--- src/rtl/ram16k_arbiter_if.sv ---
// One requester port of the ram16k arbiter: command handshake plus tagged read return.
// The requester drives the master side; the arbiter is the slave.
interface ram16k_arbiter_if;
    logic        req;
    logic        we;
    logic [13:0] addr;
    logic [15:0] wdata;
    logic        gnt;
    logic        rvalid;
    logic [15:0] rdata;

    modport master (
        output req, we, addr, wdata,
        input  gnt, rvalid, rdata
    );

    modport slave (
        input  req, we, addr, wdata,
        output gnt, rvalid, rdata
    );
endinterface

--- src/rtl/ram16k_arbiter.sv ---
// Round-robin arbiter sharing the single-port ram16k between port A (CPU) and port B
// (loader/video). Registers one command per cycle onto the RAM pins and routes read data back.
module ram16k_arbiter #(
    parameter int READ_LATENCY = 2
) (
    input  logic             clock,
    input  logic             reset_n,
    ram16k_arbiter_if.slave  a_port,
    ram16k_arbiter_if.slave  b_port,
    output logic             ram_load,
    output logic [13:0]      ram_address,
    output logic [15:0]      ram_in,
    input  logic [15:0]      ram_out
);

    // Tag reaches the output stage READ_LATENCY+1 edges after acceptance, lined up with ram_out.
    localparam int TAG_DEPTH = READ_LATENCY + 2;

    localparam logic OWNER_A = 1'b0;
    localparam logic OWNER_B = 1'b1;

    logic                 last;
    logic                 a_gnt;
    logic                 b_gnt;
    logic                 grant;
    logic                 sel_we;
    logic [13:0]          sel_addr;
    logic [15:0]          sel_wdata;
    logic                 rd_accept;
    logic [TAG_DEPTH-1:0] tag_valid;
    logic [TAG_DEPTH-1:0] tag_owner;
    logic                 a_rvalid;
    logic                 b_rvalid;

    always_comb begin
        a_gnt = 1'b0;
        b_gnt = 1'b0;
        if (reset_n) begin
            if (a_port.req && (!b_port.req || last == OWNER_B)) begin
                a_gnt = 1'b1;
            end else if (b_port.req) begin
                b_gnt = 1'b1;
            end
        end
    end

    always_comb begin
        sel_we    = 1'b0;
        sel_addr  = ram_address;
        sel_wdata = ram_in;
        if (a_gnt) begin
            sel_we    = a_port.we;
            sel_addr  = a_port.addr;
            sel_wdata = a_port.wdata;
        end else if (b_gnt) begin
            sel_we    = b_port.we;
            sel_addr  = b_port.addr;
            sel_wdata = b_port.wdata;
        end
    end

    assign grant     = a_gnt | b_gnt;
    assign rd_accept = grant & ~sel_we;

    always_ff @(posedge clock) begin
        if (!reset_n) begin
            ram_load    <= 1'b0;
            ram_address <= '0;
            ram_in      <= '0;
            last        <= OWNER_B;
            tag_valid   <= '0;
            tag_owner   <= '0;
        end else begin
            ram_load <= grant & sel_we;
            if (grant) begin
                ram_address <= sel_addr;
                ram_in      <= sel_wdata;
                last        <= b_gnt ? OWNER_B : OWNER_A;
            end
            tag_valid <= {tag_valid[TAG_DEPTH-2:0], rd_accept};
            tag_owner <= {tag_owner[TAG_DEPTH-2:0], b_gnt};
        end
    end

    assign a_rvalid = tag_valid[TAG_DEPTH-1] & (tag_owner[TAG_DEPTH-1] == OWNER_A);
    assign b_rvalid = tag_valid[TAG_DEPTH-1] & (tag_owner[TAG_DEPTH-1] == OWNER_B);

    assign a_port.gnt    = a_gnt;
    assign b_port.gnt    = b_gnt;
    assign a_port.rvalid = a_rvalid;
    assign b_port.rvalid = b_rvalid;
    assign a_port.rdata  = a_rvalid ? ram_out : '0;
    assign b_port.rdata  = b_rvalid ? ram_out : '0;

endmodule

--- src/flat_wrapper.sv ---
// flat-port wrapper written by rule: the top's interface ports become plain ports
module ram16k_arbiter_flat 
#(
    parameter int READ_LATENCY = 2
)
  (clock, reset_n, ram_load, ram_address, ram_in, ram_out, a_port_req, a_port_we, a_port_addr, a_port_wdata, a_port_gnt, a_port_rvalid, a_port_rdata, b_port_req, b_port_we, b_port_addr, b_port_wdata, b_port_gnt, b_port_rvalid, b_port_rdata);
  ram16k_arbiter_if a_port_i ();
  ram16k_arbiter_if b_port_i ();
  input  logic clock;
  input  logic reset_n;
  output logic ram_load;
  output logic [13:0] ram_address;
  output logic [15:0] ram_in;
  input  logic [15:0] ram_out;
  input wire logic [$bits(a_port_i.req)-1:0] a_port_req;
  input wire logic [$bits(a_port_i.we)-1:0] a_port_we;
  input wire logic [$bits(a_port_i.addr)-1:0] a_port_addr;
  input wire logic [$bits(a_port_i.wdata)-1:0] a_port_wdata;
  output wire logic [$bits(a_port_i.gnt)-1:0] a_port_gnt;
  output wire logic [$bits(a_port_i.rvalid)-1:0] a_port_rvalid;
  output wire logic [$bits(a_port_i.rdata)-1:0] a_port_rdata;
  input wire logic [$bits(b_port_i.req)-1:0] b_port_req;
  input wire logic [$bits(b_port_i.we)-1:0] b_port_we;
  input wire logic [$bits(b_port_i.addr)-1:0] b_port_addr;
  input wire logic [$bits(b_port_i.wdata)-1:0] b_port_wdata;
  output wire logic [$bits(b_port_i.gnt)-1:0] b_port_gnt;
  output wire logic [$bits(b_port_i.rvalid)-1:0] b_port_rvalid;
  output wire logic [$bits(b_port_i.rdata)-1:0] b_port_rdata;
  assign a_port_i.req = a_port_req;
  assign a_port_i.we = a_port_we;
  assign a_port_i.addr = a_port_addr;
  assign a_port_i.wdata = a_port_wdata;
  assign a_port_gnt = a_port_i.gnt;
  assign a_port_rvalid = a_port_i.rvalid;
  assign a_port_rdata = a_port_i.rdata;
  assign b_port_i.req = b_port_req;
  assign b_port_i.we = b_port_we;
  assign b_port_i.addr = b_port_addr;
  assign b_port_i.wdata = b_port_wdata;
  assign b_port_gnt = b_port_i.gnt;
  assign b_port_rvalid = b_port_i.rvalid;
  assign b_port_rdata = b_port_i.rdata;
  ram16k_arbiter #(.READ_LATENCY(READ_LATENCY)) u_core (.clock(clock), .reset_n(reset_n), .a_port(a_port_i), .b_port(b_port_i), .ram_load(ram_load), .ram_address(ram_address), .ram_in(ram_in), .ram_out(ram_out));
endmodule
--- config.mk ---
export PLATFORM = sky130hd
export DESIGN_NAME = ram16k_arbiter_flat
export DESIGN_NICKNAME = d
export VERILOG_FILES = /design/src/rtl/ram16k_arbiter_if.sv /design/src/rtl/ram16k_arbiter.sv /design/src/flat_wrapper.sv
export SDC_FILE = /design/constraint.sdc
export NUM_CORES = 1
export LEC_CHECK = 0
export ABC_AREA = 1
export BUFFER_PORTS_ARGS = -buffer_cell sky130_fd_sc_hd__buf_2
export CORE_MARGIN = 1
export CORE_UTILIZATION = 34
export CTS_BUF_LIST = sky130_fd_sc_hd__clkbuf_4
export DETAILED_ROUTE_END_ITERATION = 10
export PLACE_DENSITY_LB_ADDON = 0.08
export SETUP_SLACK_MARGIN = 0.5
export SYNTH_ARGS = -nofsm -noshare
export SYNTH_HDL_FRONTEND = slang
export SYNTH_SLANG_ARGS = --single-unit
--- constraint.sdc ---
create_clock -name clock -period 1.2 [get_ports clock]
set_input_delay 0.3 -clock clock [delete_from_list [all_inputs] [get_ports clock]]
set_output_delay 0.3 -clock clock [all_outputs]
set_load 0.005 [all_outputs]
==> impl_metrics.ini, run 1 <==
[run_status]
outcome = finished, violations left
violations = negative setup slack

[global_routing]
grtUsageMet3_pct = 4.77
antenna_found_initial = 0
overflow = 0
grt_pass1_vias = 2611
grt_pass1_wl_um = 12200
grtUsageMet2_pct = 38.6
grt_max_degree = 32
grtUsageMet1_pct = 25.3
grt_use_total_pct = 21.3
busiest_layer = met2

[sta]
layout_min_cycle_time_ns = 1.48
setup_violations = 67
hold_viol_final = 0
period_share_pct = 123
relSlewSlack_pct = 82.4
fmax_mhz = 678
worstMarginPinSlew_ns = 0.265
fin_worst_skew_ns = 0.00981
setup_ws_ns = -0.275
rsz0062_at_grt = true
final_max_slew_viol_count = 0

[drt]
avgRoutedWirePerCell_um = 12.8
drtIter0Drc = 94
drc_errors = 0
vias = 2946
firstDrtPassIters = 4
vias_per_cell = 4.81
routed_wl_um = 7810
antenna_left = 0

[worst_setup_path]
criticalPathCategory = register to output port
cp_data_arrival_time_ns = 1.18
path_max_fanout = 16
cp.depth = 5
cp-start-kind = register
required_ns = 0.90
cp.buffers_inverters = 3
ff2ff_path_depth = 10
cpMostUsedCell = nor2_4
path_cells = inv_2 > nor2_4 > inv_6 > nor2_4 > buf_2
critPathSlowestCell = dfxtp_2
path_delay_family = flip-flops
cpPeakStageDelay_ns = 0.35
endpoint_kind = output port
r2r_start = u_core.last
r2r_end = u_core.ram_in[0]
r2r_slack_ns = -0.15

[min_path]
min_path_cells = 3
hold_path_class = input pin to register
holdPathEnd = u_core.ram_load
worstHoldStart = b_port_we

[floorplan]
coreArea_sq_um = 6350
rows = 29
initial_utilization_pct = 35.4
die_w_um = 83.3
die_y_um = 83.3
die_area_sq_um = 6930
io_pins = 149

[final_layout]
stdcell_count = 612
finalInstanceArea_sq_um = 4270
area_growth_pct = 90.3
drive_gt1_share_pct = 59.4
nNetsFinal = 616
diodes = 0

[clock_network]
clk_pin_slew_ns = 0.11
cts_buffers = 5
cts_tree = yes
cts_root_buf = clkbuf_4
clock_sinks = 40
clock_latency_ns = 0.35
cts_hold_buf = 0
cts_buffer_depth = 2
cts.htree.levels = 2

[placed_design]
gp_congestion = 0.748
dp_cells = 578
hpwl_um = 4760
placed_area_sq_um = 3290
io_buffers = 148

[logic_synthesis]
ys_ff_latch = 40
yosys_warnings = 0
synth_edf_count = 0
ys_seq_area_share_pct = 35.7
syn_area_per_cell_sq_um = 6.26
ys_types = 13
synthArstFlopShare_pct = 0
synth_nets = 441
synthFlopType = dfxtp_1
netlist_instances = 359
netlist_area_sq_um = 2250
synth.most_common_cell = nand2_1
synth_top_area_share_pct = 35.7
synth_area_leader_cell = dfxtp_1
synth_common_cells = nand2_1 (102), nor2_1 (94), dfxtp_1 (40), nand3b_1 (30), nand4_1 (30)
synth_area_leaders = dfxtp_1 (36%), nand2_1 (17%), nor2_1 (16%), nand3b_1 (10%), nand4_1 (8.4%)

[power_and_ir_drop]
peakVddDrop_mv = 0.536
p_leak_nw = 2.34
finalPower_mw = 3.70
power.density_nw_per_um2 = 867

[run]
maxCapViolations = 0
-- what timing repair did --
action                     in CTS  in global routing
resized for setup              85                 86
setup buffers                  14                  2
pin swaps                      27                 50
gates cloned                    5                  5
setup endpoints to repair     106                106
-- flip-flops by register name (all words and copies together), names as in the netlist --
name	flops
u_core.ram_in	16
u_core.ram_address	14
u_core.tag_owner	4
u_core.tag_valid	4
u_core.last	1
u_core.ram_load	1
-- logic make-up (layout without fill, tap and decap cells) --
kind of cell | count (synthesis) | after routing | synth area share (%)
AND/OR/NAND/NOR | 259 | 259 | 52.3
flip-flops | 40 | 40 | 35.7
AO/OA/AOI/OAI | 1 | 1 | 0.334
buffers and inverters | 59 | 235 | 11.7
-- area by class of cell --
type | instances | area [sq um]
fillers | 579 | 2080
multi-input cells | 260 | 1550
well taps | 77 | 96.3
inverters | 30 | 138
repair buffers | 197 | 1580
flip-flops and latches | 40 | 842
clock buffers | 5 | 37.5
clock inverters | 3 | 37.5
-- worst min-delay path, stage by stage --
cell	delay, ns
buf_2	0.07
nand2_1	0.05
nand2_2	0.07
-- per-layer routing --
metal	vias up	wire length, um	part of all wire, %
met5	-	0	0
met1	1357	3240	42
met4	0	78	1.0
met3	7	468	6.0
met2	104	4020	51
li1	1478	-	-
-- how the worst max path moves through the flow --
stage	start	end	slack, ns
floorplan	u_core.tag_owner[3]	b_port_rdata[10]	0.1
global placement	u_core.tag_owner[3]	a_port_rdata[11]	-0.08
detailed placement	u_core.tag_owner[3]	a_port_rdata[15]	-0.12
CTS	u_core.tag_valid[3]	a_port_rdata[1]	-0.30
global route	u_core.tag_valid[3]	a_port_rdata[10]	-0.39
finish	u_core.tag_valid[3]	a_port_rdata[1]	-0.28
-- cells in the final DEF, fill, tap and decap left out, types with 2 or more instances in the layout --
cell type,netlist,layout
clkbuf_16,0,4
nand3b_1,30,30
inv_2,2,4
nand3_4,0,2
buf_6,0,27
inv_1,28,23
buf_8,0,2
nand2_4,0,3
dfxtp_2,0,33
nor2_4,0,28
nor2_2,0,10
clkbuf_4,0,5
nor2_1,94,56
buf_2,24,136
buf_12,0,12
nand4_1,30,30
dfxtp_1,40,7
clkinv_1,0,2
buf_4,3,11
buf_16,0,5
nand2_1,102,68
nand2_2,1,31
-- where the power goes --
group | leakage, nW | internal, mW | switching [mW]
Sequential | 0.341 | 1.46 | 0.0535
Clock | 0.0403 | 0.426 | 0.449
Combinational | 1.96 | 0.704 | 0.612
Total | 2.34 | 2.59 | 1.11
-- per-stage QoR --
stage	utilization [%]	TNS [ns]	setup WS, ns	hold WS, ns
floorplan	-	0	0.0952	0.390
global placement	51.8	-0.963	-0.0833	0.394
detailed placement	51.8	-1.55	-0.121	0.403
CTS	60.5	-12.67	-0.298	0.151
global route	67.3	-17.80	-0.395	0.171
finish	67.3	-12.87	-0.275	0.174
(Power assumes the default switching activity.)
==> run 2, diff against run 1 <==
- CORE_UTILIZATION: 34 -> 43
==> impl_metrics.ini, run 2 (synthesized netlist as in run 1, its figures left out) <==
[global_routing]
overflow = 0
grt_max_degree = 29
antenna_found_initial = 0
grt_use_total_pct = 27.9
grt_pass1_vias = 2640
grt_pass1_wl_um = 11700

[sta]
setup_violations = 67
hold_viol_final = 0
finalHoldWorstSlack_ns = 0.222
relSlewSlack_pct = 81.2
fin_worst_skew_ns = 0.00715
rsz0062_at_grt = true
period_share_pct = 133
layout_min_cycle_time_ns = 1.60
worstMarginPinSlew_ns = 0.282
fmax_mhz = 627
setup_ws_ns = -0.396
final_max_slew_viol_count = 0

[final_layout]
largest_reg_flops = 16
final_util_pct = 87.3
top_regs = u_core.ram_in (16), u_core.ram_address (14)
drive_gt1_share_pct = 62.9
top_register = u_core.ram_in
area_growth_pct = 89.7
diodes = 0
layout_commonest_cell = buf_2
nNetsFinal = 614
mostFrequentLayoutCells = buf_2 (134), nand2_1 (61), nor2_1 (44)
fillCellCount = 259

[run_status]
violations = negative setup slack
outcome = finished, violations left

[clock_network]
cts.htree.levels = 2
clk_pin_slew_ns = 0.11
cts_tree = yes
cts_buffers = 5
cts_buffer_depth = 2
cts_root_buf = clkbuf_4
clock_latency_ns = 0.34
clock_sinks = 40

[placed_design]
io_buffers = 148
gp_congestion = 0.731
hpwl_um = 4660

[power_and_ir_drop]
finalPower_mw = 3.53
clockPowerShare_pct = 19.8
p_seq_share_pct = 43.1
swShare_pct = 32.2
combPwrFrac_pct = 37.1
internal-power_mw = 2.39
power.density_nw_per_um2 = 829
p_sw_mw = 1.14
peakVddDrop_mv = 0.707
p_leak_nw = 2.35

[min_path]
hold_path_class = input pin to register

[worst_setup_path]
cpPeakStageDelay_ns = 0.36
critPathSlowestCell = dfxtp_2
path_cells = buf_4 > nand2_4 > clkbuf_16 > nor2_1 > buf_2
cp_data_arrival_time_ns = 1.30
required_ns = 0.90
path_delay_family = buffers and inverters
cp-start-kind = register
cp.buffers_inverters = 3
criticalPathCategory = register to output port
path_max_fanout = 8
endpoint_kind = output port

[floorplan]
io_pins = 149
coreArea_sq_um = 4880
die_area_sq_um = 5520
rows = 25
die_y_um = 74.3
die_w_um = 74.3
initial_utilization_pct = 46.0

[drt]
routed_wl_um = 9340
antenna_left = 0
drtIter0Drc = 154
avgRoutedWirePerCell_um = 15.6
vias = 3069
vias_per_cell = 5.12
firstDrtPassIters = 4
drc_errors = 0

[run]
maxCapViolations = 0
run 2: cell count changes in the layout (fill, tap and decap cells not counted), moves of 2 or more:
cell and change:
buf_6 -5, buf_12 -3, nor2_4 -9, buf_2 -2, nand2_2 -6, nor2_1 -12
nor2_2 +21, clkbuf_4 +2, nand2_4 +14, nand2_1 -7, buf_8 +3, buf_4 +4
run 2: path summary, 6_finish.rpt:
| check | start | end | slack (ns) | cells after the start |
|---|---|---|---|---|
| setup / recovery | u_core.tag_valid[3] | b_port_rdata[10] | -0.40 | 5 |
| hold / removal | b_port_we | u_core.ram_load | 0.22 | 3 |
| setup reg to reg | u_core.last | u_core.ram_address[3] | -0.31 | 11 |
| hold reg to reg | u_core.tag_valid[2] | u_core.tag_valid[3] | 0.44 | 2 |
run 2: stage by stage:
step / instance area (sq um) / std cells / setup slack [ns] / TNS [ns]
after global routing: 4260 / 600 / -0.459 / -22.88
after floorplan: 2450 / 359 / 0.0952 / 0
final: 4260 / 600 / -0.396 / -19.03
after global placement: 3220 / 566 / -0.101 / -1.16
after detailed placement: 3220 / 566 / -0.135 / -1.64
after CTS: 3770 / 589 / -0.317 / -15.18
run 2: repair_timing:
item	4_1_cts	5_1_grt
pin swaps	28	35
setup endpoints to repair	101	101
resized for setup	89	102
setup buffers	9	7
endpoints found under the hold margin	0	0
gates cloned	6	4
hold buffers	0	0
run 2: layout make-up:
type / count / area [sq um] / area share, %
repair inverters: 1 / 11.3 / 0.264
inverters: 30 / 138 / 3.23
repair buffers: 194 / 1530 / 35.8
flip-flops and latches: 40 / 841 / 19.7
multi-input cells: 260 / 1610 / 37.7
clock buffers: 7 / 52.6 / 1.23
clock inverters: 1 / 3.75 / 0.0881
well taps: 67 / 83.8 / 1.97
run 2: worst reg2reg max path: cells and delay by family, from the launching register on:
| family | cells | cell delay [ns] |
|---|---|---|
| buffers and inverters | 5 | 0.62 |
| flip-flops | 1 | 0.37 |
| AND/OR/NAND/NOR | 6 | 0.41 |
run 2: metal layers:
metal,up-vias,wire length [um],track usage (%)
met5,-,0,0
li1,1475,-,-
met2,147,5020,51.4
met3,21,672,4.07
met1,1426,3420,32.1
met4,0,230,11.5
run 2: power by group through the flow:
stage	Combinational [mW]	Clock (mW)	Sequential [mW]
2_1_floorplan	0.517	0	1.52
3_3_place_gp	0.830	0	1.51
3_5_place_dp	0.843	0	1.52
4_1_cts	1.08	0.714	1.50
5_1_grt	1.41	0.757	1.53
6_report	1.31	0.701	1.52
